`src/rtl/nibble_add_arbiter_if.sv`:
```
// Requester/result handshake and shared 4-bit adder hookup for nibble_add_arbiter.
// The slave side is the arbiter; the master side is the requesters plus the adder.
interface nibble_add_arbiter_if #(
  parameter int NIBBLES = 4
);
  localparam int W = 4 * NIBBLES;

  logic [1:0]   req;
  logic [W-1:0] a0;
  logic [W-1:0] b0;
  logic [W-1:0] a1;
  logic [W-1:0] b1;
  logic [1:0]   ack;
  logic         busy;
  logic         done;
  logic [W-1:0] result;
  logic         result_cout;
  logic         result_id;
  logic [3:0]   add_a;
  logic [3:0]   add_b;
  logic         add_cin;
  logic [3:0]   add_sum;
  logic         add_cout;

  modport slave (
    input  req, a0, b0, a1, b1, add_sum, add_cout,
    output ack, busy, done, result, result_cout, result_id, add_a, add_b, add_cin
  );

  modport master (
    output req, a0, b0, a1, b1, add_sum, add_cout,
    input  ack, busy, done, result, result_cout, result_id, add_a, add_b, add_cin
  );
endinterface

```
`src/rtl/nibble_add_arbiter.sv`:
```
// Round-robin arbiter that feeds two requesters' operands nibble-serially through
// one shared external 4-bit adder, chaining the carry through a register.
//
//   state  | meaning
//   S_IDLE | waiting for a request; grant and capture on the edge req != 0
//   S_RUN  | one nibble per clock through the shared adder, LSB nibble first
//   S_DONE | done pulse; result/result_cout/result_id valid and held
module nibble_add_arbiter #(
  parameter int NIBBLES = 4
) (
  input logic                 clk,
  input logic                 rst_n,
  nibble_add_arbiter_if.slave bus
);
  localparam int W  = 4 * NIBBLES;
  localparam int CW = (NIBBLES > 1) ? $clog2(NIBBLES) : 1;
  localparam logic [CW-1:0] CNT_LOAD = CW'(NIBBLES - 1);

  typedef enum logic [1:0] {S_IDLE, S_RUN, S_DONE} state_t;

  state_t        state_q;
  logic [W-1:0]  op_a_q;
  logic [W-1:0]  op_b_q;
  logic [W-1:0]  result_q;
  logic [CW-1:0] cnt_q;
  logic          gnt_id_q;
  logic          last_id_q;
  logic [1:0]    ack_q;
  logic          busy_q;
  logic          done_q;
  logic          result_cout_q;
  logic          result_id_q;
  logic [3:0]    add_a_q;
  logic [3:0]    add_b_q;
  logic          add_cin_q;

  logic          gnt_id_d;
  logic [W-1:0]  cap_a_d;
  logic [W-1:0]  cap_b_d;
  logic [W+3:0]  res_shift;
  logic          last_nib;

  // On a tie the requester that did not finish last wins.
  always_comb begin
    gnt_id_d = bus.req[1] & (~bus.req[0] | ~last_id_q);
    cap_a_d  = gnt_id_d ? bus.a1 : bus.a0;
    cap_b_d  = gnt_id_d ? bus.b1 : bus.b0;
  end

  // Sum nibbles enter at the top and walk down; after NIBBLES shifts they are in place.
  assign res_shift = {bus.add_sum, result_q};
  assign last_nib  = (cnt_q == '0);

  always_ff @(posedge clk or negedge rst_n) begin
    if (!rst_n) begin
      state_q       <= S_IDLE;
      op_a_q        <= '0;
      op_b_q        <= '0;
      result_q      <= '0;
      cnt_q         <= '0;
      gnt_id_q      <= 1'b0;
      last_id_q     <= 1'b1;
      ack_q         <= 2'b00;
      busy_q        <= 1'b0;
      done_q        <= 1'b0;
      result_cout_q <= 1'b0;
      result_id_q   <= 1'b0;
      add_a_q       <= '0;
      add_b_q       <= '0;
      add_cin_q     <= 1'b0;
    end else begin
      ack_q  <= 2'b00;
      done_q <= 1'b0;
      case (state_q)
        S_IDLE: begin
          if (bus.req != 2'b00) begin
            gnt_id_q  <= gnt_id_d;
            ack_q     <= gnt_id_d ? 2'b10 : 2'b01;
            busy_q    <= 1'b1;
            op_a_q    <= cap_a_d >> 4;
            op_b_q    <= cap_b_d >> 4;
            add_a_q   <= cap_a_d[3:0];
            add_b_q   <= cap_b_d[3:0];
            add_cin_q <= 1'b0;
            cnt_q     <= CNT_LOAD;
            state_q   <= S_RUN;
          end
        end
        S_RUN: begin
          result_q <= res_shift[W+3:4];
          op_a_q   <= op_a_q >> 4;
          op_b_q   <= op_b_q >> 4;
          if (last_nib) begin
            add_a_q       <= '0;
            add_b_q       <= '0;
            add_cin_q     <= 1'b0;
            result_cout_q <= bus.add_cout;
            result_id_q   <= gnt_id_q;
            last_id_q     <= gnt_id_q;
            done_q        <= 1'b1;
            state_q       <= S_DONE;
          end else begin
            add_a_q   <= op_a_q[3:0];
            add_b_q   <= op_b_q[3:0];
            add_cin_q <= bus.add_cout;
            cnt_q     <= cnt_q - CW'(1);
          end
        end
        S_DONE: begin
          busy_q  <= 1'b0;
          state_q <= S_IDLE;
        end
        default: state_q <= S_IDLE;
      endcase
    end
  end

  assign bus.ack         = ack_q;
  assign bus.busy        = busy_q;
  assign bus.done        = done_q;
  assign bus.result      = result_q;
  assign bus.result_cout = result_cout_q;
  assign bus.result_id   = result_id_q;
  assign bus.add_a       = add_a_q;
  assign bus.add_b       = add_b_q;
  assign bus.add_cin     = add_cin_q;
endmodule

```
`src/flat_wrapper.sv`:
```
// flat-port wrapper written by rule: the top's interface ports become plain ports
module nibble_add_arbiter_flat 
#(
  parameter int NIBBLES = 4
)
  (clk, rst_n, bus_req, bus_a0, bus_b0, bus_a1, bus_b1, bus_add_sum, bus_add_cout, bus_ack, bus_busy, bus_done, bus_result, bus_result_cout, bus_result_id, bus_add_a, bus_add_b, bus_add_cin);
  nibble_add_arbiter_if #(.NIBBLES(NIBBLES)) bus_i ();
  input logic clk;
  input logic rst_n;
  input wire logic [$bits(bus_i.req)-1:0] bus_req;
  input wire logic [$bits(bus_i.a0)-1:0] bus_a0;
  input wire logic [$bits(bus_i.b0)-1:0] bus_b0;
  input wire logic [$bits(bus_i.a1)-1:0] bus_a1;
  input wire logic [$bits(bus_i.b1)-1:0] bus_b1;
  input wire logic [$bits(bus_i.add_sum)-1:0] bus_add_sum;
  input wire logic [$bits(bus_i.add_cout)-1:0] bus_add_cout;
  output wire logic [$bits(bus_i.ack)-1:0] bus_ack;
  output wire logic [$bits(bus_i.busy)-1:0] bus_busy;
  output wire logic [$bits(bus_i.done)-1:0] bus_done;
  output wire logic [$bits(bus_i.result)-1:0] bus_result;
  output wire logic [$bits(bus_i.result_cout)-1:0] bus_result_cout;
  output wire logic [$bits(bus_i.result_id)-1:0] bus_result_id;
  output wire logic [$bits(bus_i.add_a)-1:0] bus_add_a;
  output wire logic [$bits(bus_i.add_b)-1:0] bus_add_b;
  output wire logic [$bits(bus_i.add_cin)-1:0] bus_add_cin;
  assign bus_i.req = bus_req;
  assign bus_i.a0 = bus_a0;
  assign bus_i.b0 = bus_b0;
  assign bus_i.a1 = bus_a1;
  assign bus_i.b1 = bus_b1;
  assign bus_i.add_sum = bus_add_sum;
  assign bus_i.add_cout = bus_add_cout;
  assign bus_ack = bus_i.ack;
  assign bus_busy = bus_i.busy;
  assign bus_done = bus_i.done;
  assign bus_result = bus_i.result;
  assign bus_result_cout = bus_i.result_cout;
  assign bus_result_id = bus_i.result_id;
  assign bus_add_a = bus_i.add_a;
  assign bus_add_b = bus_i.add_b;
  assign bus_add_cin = bus_i.add_cin;
  nibble_add_arbiter #(.NIBBLES(NIBBLES)) u_core (.clk(clk), .rst_n(rst_n), .bus(bus_i));
endmodule
```
`config.mk`:
```
export PLATFORM = sky130hd
export DESIGN_NAME = nibble_add_arbiter_flat
export DESIGN_NICKNAME = d
export VERILOG_FILES = /design/src/rtl/nibble_add_arbiter_if.sv /design/src/rtl/nibble_add_arbiter.sv /design/src/flat_wrapper.sv
export SDC_FILE = /design/constraint.sdc
export NUM_CORES = 1
export LEC_CHECK = 0
export ABC_CLOCK_PERIOD_IN_PS = 1400
export CAP_MARGIN = 15
export CORE_UTILIZATION = 45
export CTS_CLUSTER_DIAMETER = 150
export DETAILED_ROUTE_END_ITERATION = 8
export PLACE_DENSITY = 0.91
export SLEW_MARGIN = 20
export SYNTH_ARGS = -nofsm -noshare
export SYNTH_HDL_FRONTEND = slang
export SYNTH_SLANG_ARGS = --single-unit
```
`constraint.sdc`:
```
create_clock -name clk -period 1.4 [get_ports clk]
set_input_delay 0.42 -clock clk [delete_from_list [all_inputs] [get_ports clk]]
set_output_delay 0.42 -clock clk [all_outputs]
set_load 0.05 [all_outputs]
```
Word-level counts from Yosys, hierarchy flattened:

Index checks and enable logic that the tools add are counted.

* bits in registers: 69
* input bits: 73
* output and inout bits: 31
* word-level logic and storage cells: 64

* add/subtract/negate cells: 1
* equality and inequality tests: 5
* mux-type cells: 28
* bitwise gates (word level): 4
* reductions and logical operators: 11

Operators with widths (count)
* 16-bit 2-to-1 mux: 4
* 16-bit case mux with 2 select lines: 2
* 4-bit 2-to-1 mux: 4
* 4-bit case mux with 2 select lines: 2
* 2-bit 2-to-1 mux: 7
* 2-bit AND reduction: 5
* 2-bit case mux with 2 select lines: 2
* 2-bit nonzero test: 3
* 1-bit 2-to-1 mux: 5
* 2-bit zero test: 2
* 2-bit by 1-bit inequality test with 1-bit output, second input constant: 2
* 1-bit case mux with 2 select lines: 2
* 3-bit AND reduction: 1
* 2-bit by 1-bit equality test with 1-bit output, second input constant: 1
* 2-bit equality test, second input constant: 1
* 2-bit inequality test, second input constant: 1
* 1-bit inverter: 2
* 2-bit by 1-bit subtractor with 2-bit output, second input constant: 1
* 1-bit bitwise AND: 1
* 1-bit OR: 1

Longest topological paths before layout:

* depth after elaboration: 6
* gate-level depth with buffers: 6
* mapped depth without buffers: 5

Worst setup path after synthesis:

OpenSTA, ideal clock, no wires.

* kind: register to register
* start point: register u_core.state_q[1]
* end point: register u_core.cnt_q[0]
* setup time: 125 ps
* arrival: 1189 ps
* required time: 1275 ps
* path slack: 86 ps
* cell stages (with the launch flop): 4
* buffers on the path: 1
* period minus slack after synthesis: 1314 ps
* cell sequence: dfrtp_1 -> buf_2 -> or3b_1 -> mux2_2

* cells in the longest elaborated chain, start to end: 3

Ends and longest elaborated chain
* from (decl): line nibble_add_arbiter.sv:21 `state_t state_q;`
* from (signal assigned): line nibble_add_arbiter.sv:56 `state_q <= S_IDLE;`
* from (signal assigned): line nibble_add_arbiter.sv:86 `state_q <= S_RUN;`
* from (signal assigned): line nibble_add_arbiter.sv:101 `state_q <= S_DONE;`
* 2-bit by 1-bit equality test with 1-bit output / 2-bit zero test (equally long branches): line nibble_add_arbiter.sv:74 `case (state_q)`
* 2-bit inequality test (no line), or another cell as far along
* 3-bit AND reduction (no line)
* to (signal assigned): line nibble_add_arbiter.sv:106 `cnt_q <= cnt_q - CW'(1);`
* to (decl): line nibble_add_arbiter.sv:25 `logic [CW-1:0] cnt_q;`

Parallel ways exist; a longest one is shown, timed or not.
A chain may end at the register's enable or synchronous reset.

Final worst setup path:

* start point: input bus_req[0]
* end point: register u_core.op_a_q[4]

* cells in the longest elaborated chain, start to end: 6

Ends and longest elaborated chain
* from (decl): line flat_wrapper.sv:10 `input wire logic [$bits(bus_i.req)-1:0] bus_req;`
* 1-bit inverter: line nibble_add_arbiter.sv:45 `gnt_id_d = bus.req[1] & (~bus.req[0] | ~last_id_q);`
* 1-bit OR: line nibble_add_arbiter.sv:45
* 1-bit bitwise AND: line nibble_add_arbiter.sv:45
* 16-bit 2-to-1 mux: line nibble_add_arbiter.sv:46 `cap_a_d = gnt_id_d ? bus.a1 : bus.a0;`
* 16-bit 2-to-1 mux: line nibble_add_arbiter.sv:76 `if (bus.req != 2'b00) begin`
* 16-bit case mux with 2 select lines: line nibble_add_arbiter.sv:74
* to (signal assigned): line nibble_add_arbiter.sv:80 `op_a_q <= cap_a_d >> 4;`
* to (signal assigned): line nibble_add_arbiter.sv:91 `op_a_q <= op_a_q >> 4;`
* to (decl): line nibble_add_arbiter.sv:22 `logic [W-1:0] op_a_q;`

Parallel ways exist; a longest one is shown, timed or not. The select of a mux whose other input is x is not followed.

==> results.sh <==
export IMPL_drtPass1Iterations=4
export IMPL_yosys_area_share_simple=0.120
export IMPL_initialDrtViolationCount=207
export IMPL_ys_flop_type="dfrtp_1"
export IMPL_hold_viol_final=0
export IMPL_finalSetupTns_ns=-0.101
export IMPL_place_area_um2=4350
export IMPL_maxSlewViolCount=0
export IMPL_synth_edf_count=0
export IMPL_wl_mm=9.11
export IMPL_outcome="finished, violations left"
export IMPL_drv_cap=0
export IMPL_dieWidth_um=82.0
export IMPL_ys_types=31
export IMPL_syn_avg_cell_area_um2=10.6
export IMPL_crit_path_cell_trace="dlygate4sd2_1 > a21boi_4 > buf_6 > mux2i_2 > o221ai_1"
export IMPL_cts_buffers=9
export IMPL_cts_root_buf="clkbuf_8"
export IMPL_p_leak_nw=2.10
export IMPL_total_power_mw=11.2
export IMPL_ctsHtreeMaxLevel=3
export IMPL_overflow=0
export IMPL_fillers=352
export IMPL_min_path_type="input port to asynchronous set/reset pin"
export IMPL_crit_required_ns=1.60
export IMPL_setup_viol=8
export IMPL_crit_fanout=11
export IMPL_clkPwrFrac=0.137
export IMPL_numPortBuffers=103
export IMPL_first_global_vias=2842
export IMPL_postRouteAntennaNets=0
export IMPL_viasPerCell=5.70
export IMPL_critPathCaptureType="flop"
export IMPL_rsz0062_at_grt="yes"
export IMPL_swShare=0.428
export IMPL_slowest_delay_ns=0.30
export IMPL_design_area_um2=4760
export IMPL_clock_path_buffers=2
export IMPL_dpl_hpwl_mm=5.87
export IMPL_fin_crit_ns=1.46
export IMPL_intPower_mw=6.41
export IMPL_ios=104
export IMPL_seqPwrFrac=0.299
export IMPL_path_clk_slew_ns=0.06
export IMPL_via_count=2687
export IMPL_die_area_um2=6720
export IMPL_die_height_um=82.0
export IMPL_critPathBufInv=2
export IMPL_crit_slowest_cell="mux2i_2"
export IMPL_fp_row_count=28
export IMPL_hold_buffers=0
export IMPL_worstSetupPathType="input port to flop"
export IMPL_synth_nets=346
export IMPL_ir_worst_vdd_uv=1520
export IMPL_post_route_period_util=1.04
export IMPL_fmax_mhz=686
export IMPL_synth_top_area_share=0.522
export IMPL_crit_family="buffers and inverters"
export IMPL_postSynthRegisterBits=61
export IMPL_grt_max_degree=62
export IMPL_fin_hold_ws_ns=0.0703
export IMPL_crit_arrival_ns=1.65
export IMPL_synth_compound_area_frac=0.153
export IMPL_tritoncts="done"
export IMPL_ff2ff_path_depth=4
export IMPL_grt_pass1_wl_mm=13.9
export IMPL_core_area_um2=6060
export IMPL_ys_warn_count=0
export IMPL_synth_top_family_by_area="compound AO/OA/AOI/OAI gates"
export IMPL_floorplan_initialDensity=0.475
export IMPL_start_kind="input port"
export IMPL_post_route_drc_count=0
export IMPL_synthMuxAreaShare=0.127
export IMPL_syn_to_final_growth_pct=65.4
export IMPL_r2r_start="u_core.last_id_q"
export IMPL_wl_per_cell_um=19.3
export IMPL_relSlewSlack=0.772
export IMPL_reg2reg_to="u_core.op_a_q[4]"
export IMPL_nets=464
export IMPL_combinationalPowerShare=0.564
export IMPL_synth_fa_ha_area_frac=0.00435
export IMPL_place_inst=447
export IMPL_violations="negative setup slack"
export IMPL_synth_top_cell_by_area="dfrtp_1"
export IMPL_p_per_area_nw_per_um2=2350
export IMPL_ys_seq_area_frac=0.531
export IMPL_cts_sinks=61
export IMPL_gp_congestion=0.782
export IMPL_p_sw_mw=4.79
export IMPL_r2r_slack_ns=-0.05
export IMPL_synthCells=272
export IMPL_skew_ns=0.00417
export IMPL_drive_gt1_frac=0.263
export IMPL_worst_pin_slew_ns=0.342
export IMPL_antenna_found_initial=1
export IMPL_synth_xor_area_share=0
export IMPL_synth_area_leaders="dfrtp_1, mux2i_1, nand2_1"
export IMPL_synthArstFlopShare=1.00
export IMPL_syn_area_um2=2880
export IMPL_clk_latency_ns=0.34
export IMPL_grt_use_total=0.288
export IMPL_setup_ws_ns=-0.0567
export IMPL_layoutNonFillerInstCount=471
==> layout make-up <==
class / count / area, um^2 / area share
well taps: 75 / 93.8 / 0.0197
diodes: 1 / 2.50 / 0.000525
flip-flops and latches: 61 / 1530 / 0.322
repair buffers: 127 / 1620 / 0.339
inverters: 12 / 45.0 / 0.00946
multi-input cells: 179 / 1280 / 0.269
clock buffers: 11 / 141 / 0.0297
clock inverters: 5 / 50.0 / 0.0105
==> layer usage <==
layer / track usage / routed length [um] / vias up
li1: - / - / 1205
met1: 0.326 / 3450 / 1318
met2: 0.485 / 4720 / 132
met3: 0.0622 / 548 / 32
met4: 0.193 / 390 / 0
met5: 0 / 0 / -
==> placed cells by master (no fill, tap or decap), types with 2 or more instances in the layout <==
| cell type | instances |
|---|---|
| mux2i_1 | 22 |
| mux2i_2 | 8 |
| clkinv_2 | 4 |
| clkbuf_8 | 10 |
| o21ai_2 | 2 |
| o211ai_1 | 16 |
| mux2_1 | 3 |
| o21ai_0 | 17 |
| o221ai_1 | 15 |
| mux2i_4 | 2 |
| inv_1 | 10 |
| buf_6 | 4 |
| inv_2 | 2 |
| dlygate4sd2_1 | 2 |
| nand2_1 | 57 |
| nor2_2 | 3 |
| nor2_1 | 3 |
| clkdlybuf4s50_1 | 69 |
| o21ai_1 | 8 |
| dfrtp_1 | 55 |
| dfrtp_2 | 5 |
| and2_1 | 2 |
| buf_4 | 14 |
| buf_12 | 35 |
| nand4_1 | 8 |
==> stage by stage <==
stage                     setup WS [ns]  utilization
final                           -0.0567        0.786
after global placement           -0.500        0.718
after CTS                       0.00251        0.771
after global routing             -0.132        0.786
after detailed placement         -0.548        0.718
after floorplan                  0.0858            -
==> power groups by stage <==
stage | Combinational (mW) | Sequential (mW) | Clock [mW]
after floorplan | 1.97 | 4.33 | 0
after global placement | 5.62 | 3.24 | 0
after detailed placement | 5.84 | 3.29 | 0
after CTS | 6.06 | 3.28 | 1.54
after global routing | 6.69 | 3.43 | 1.63
final | 6.32 | 3.35 | 1.53
==> cells by family (layout without fill, tap and decap cells) <==
kind of cell,after synthesis,count (layout)
compound gates,63,63
fa+ha+maj,1,1
buf+inv,32,155
flops,61,61
mux,36,36
other cells,0,1
simple gates,79,79
==> Yosys cell counts, drive strengths merged (2+ instances only) <==
cell and instances:
clkbuf 5, nor2 7, inv 12, nand2 57
nand4 8, and2 2, mux2 4, buf 15
dfrtp 60, o211ai 16, o21ai 27, mux2i 32
o221ai 16
==> how the worst max path moves through the flow <==
stage | startpoint | end | slack [ns] | cells after the start
finish | bus_req[0] | u_core.op_a_q[4] | -0.06 | 5
global route | u_core.last_id_q | u_core.op_a_q[4] | -0.13 | 4
CTS | u_core.state_q[1] | u_core.op_b_q[9] | 0.003 | 4
detailed placement | bus_req[1] | u_core.op_a_q[0] | -0.55 | 5
global placement | bus_req[1] | u_core.op_a_q[0] | -0.50 | 5
floorplan | u_core.state_q[1] | u_core.cnt_q[0] | 0.09 | 3
==> timing repair <==
action                     4_1_cts  5_1_grt
gates cloned                     2        1
setup endpoints to repair       31       49
buffers inserted                 4        2
pin swaps                        6       14
resized for setup               14       25
==> sequential cells by signal, indices dropped and copies added (netlist names), 2 cells and up <==
| name | count |
|---|---|
| u_core.op_b_q | 12 |
| u_core.bus.add_b | 4 |
| u_core.bus.ack | 2 |
| u_core.bus.add_a | 4 |
| u_core.bus.result | 16 |
| u_core.cnt_q | 2 |
| u_core.state_q | 2 |
| u_core.op_a_q | 12 |
Note: power is estimated with default switching activity, not from simulation.
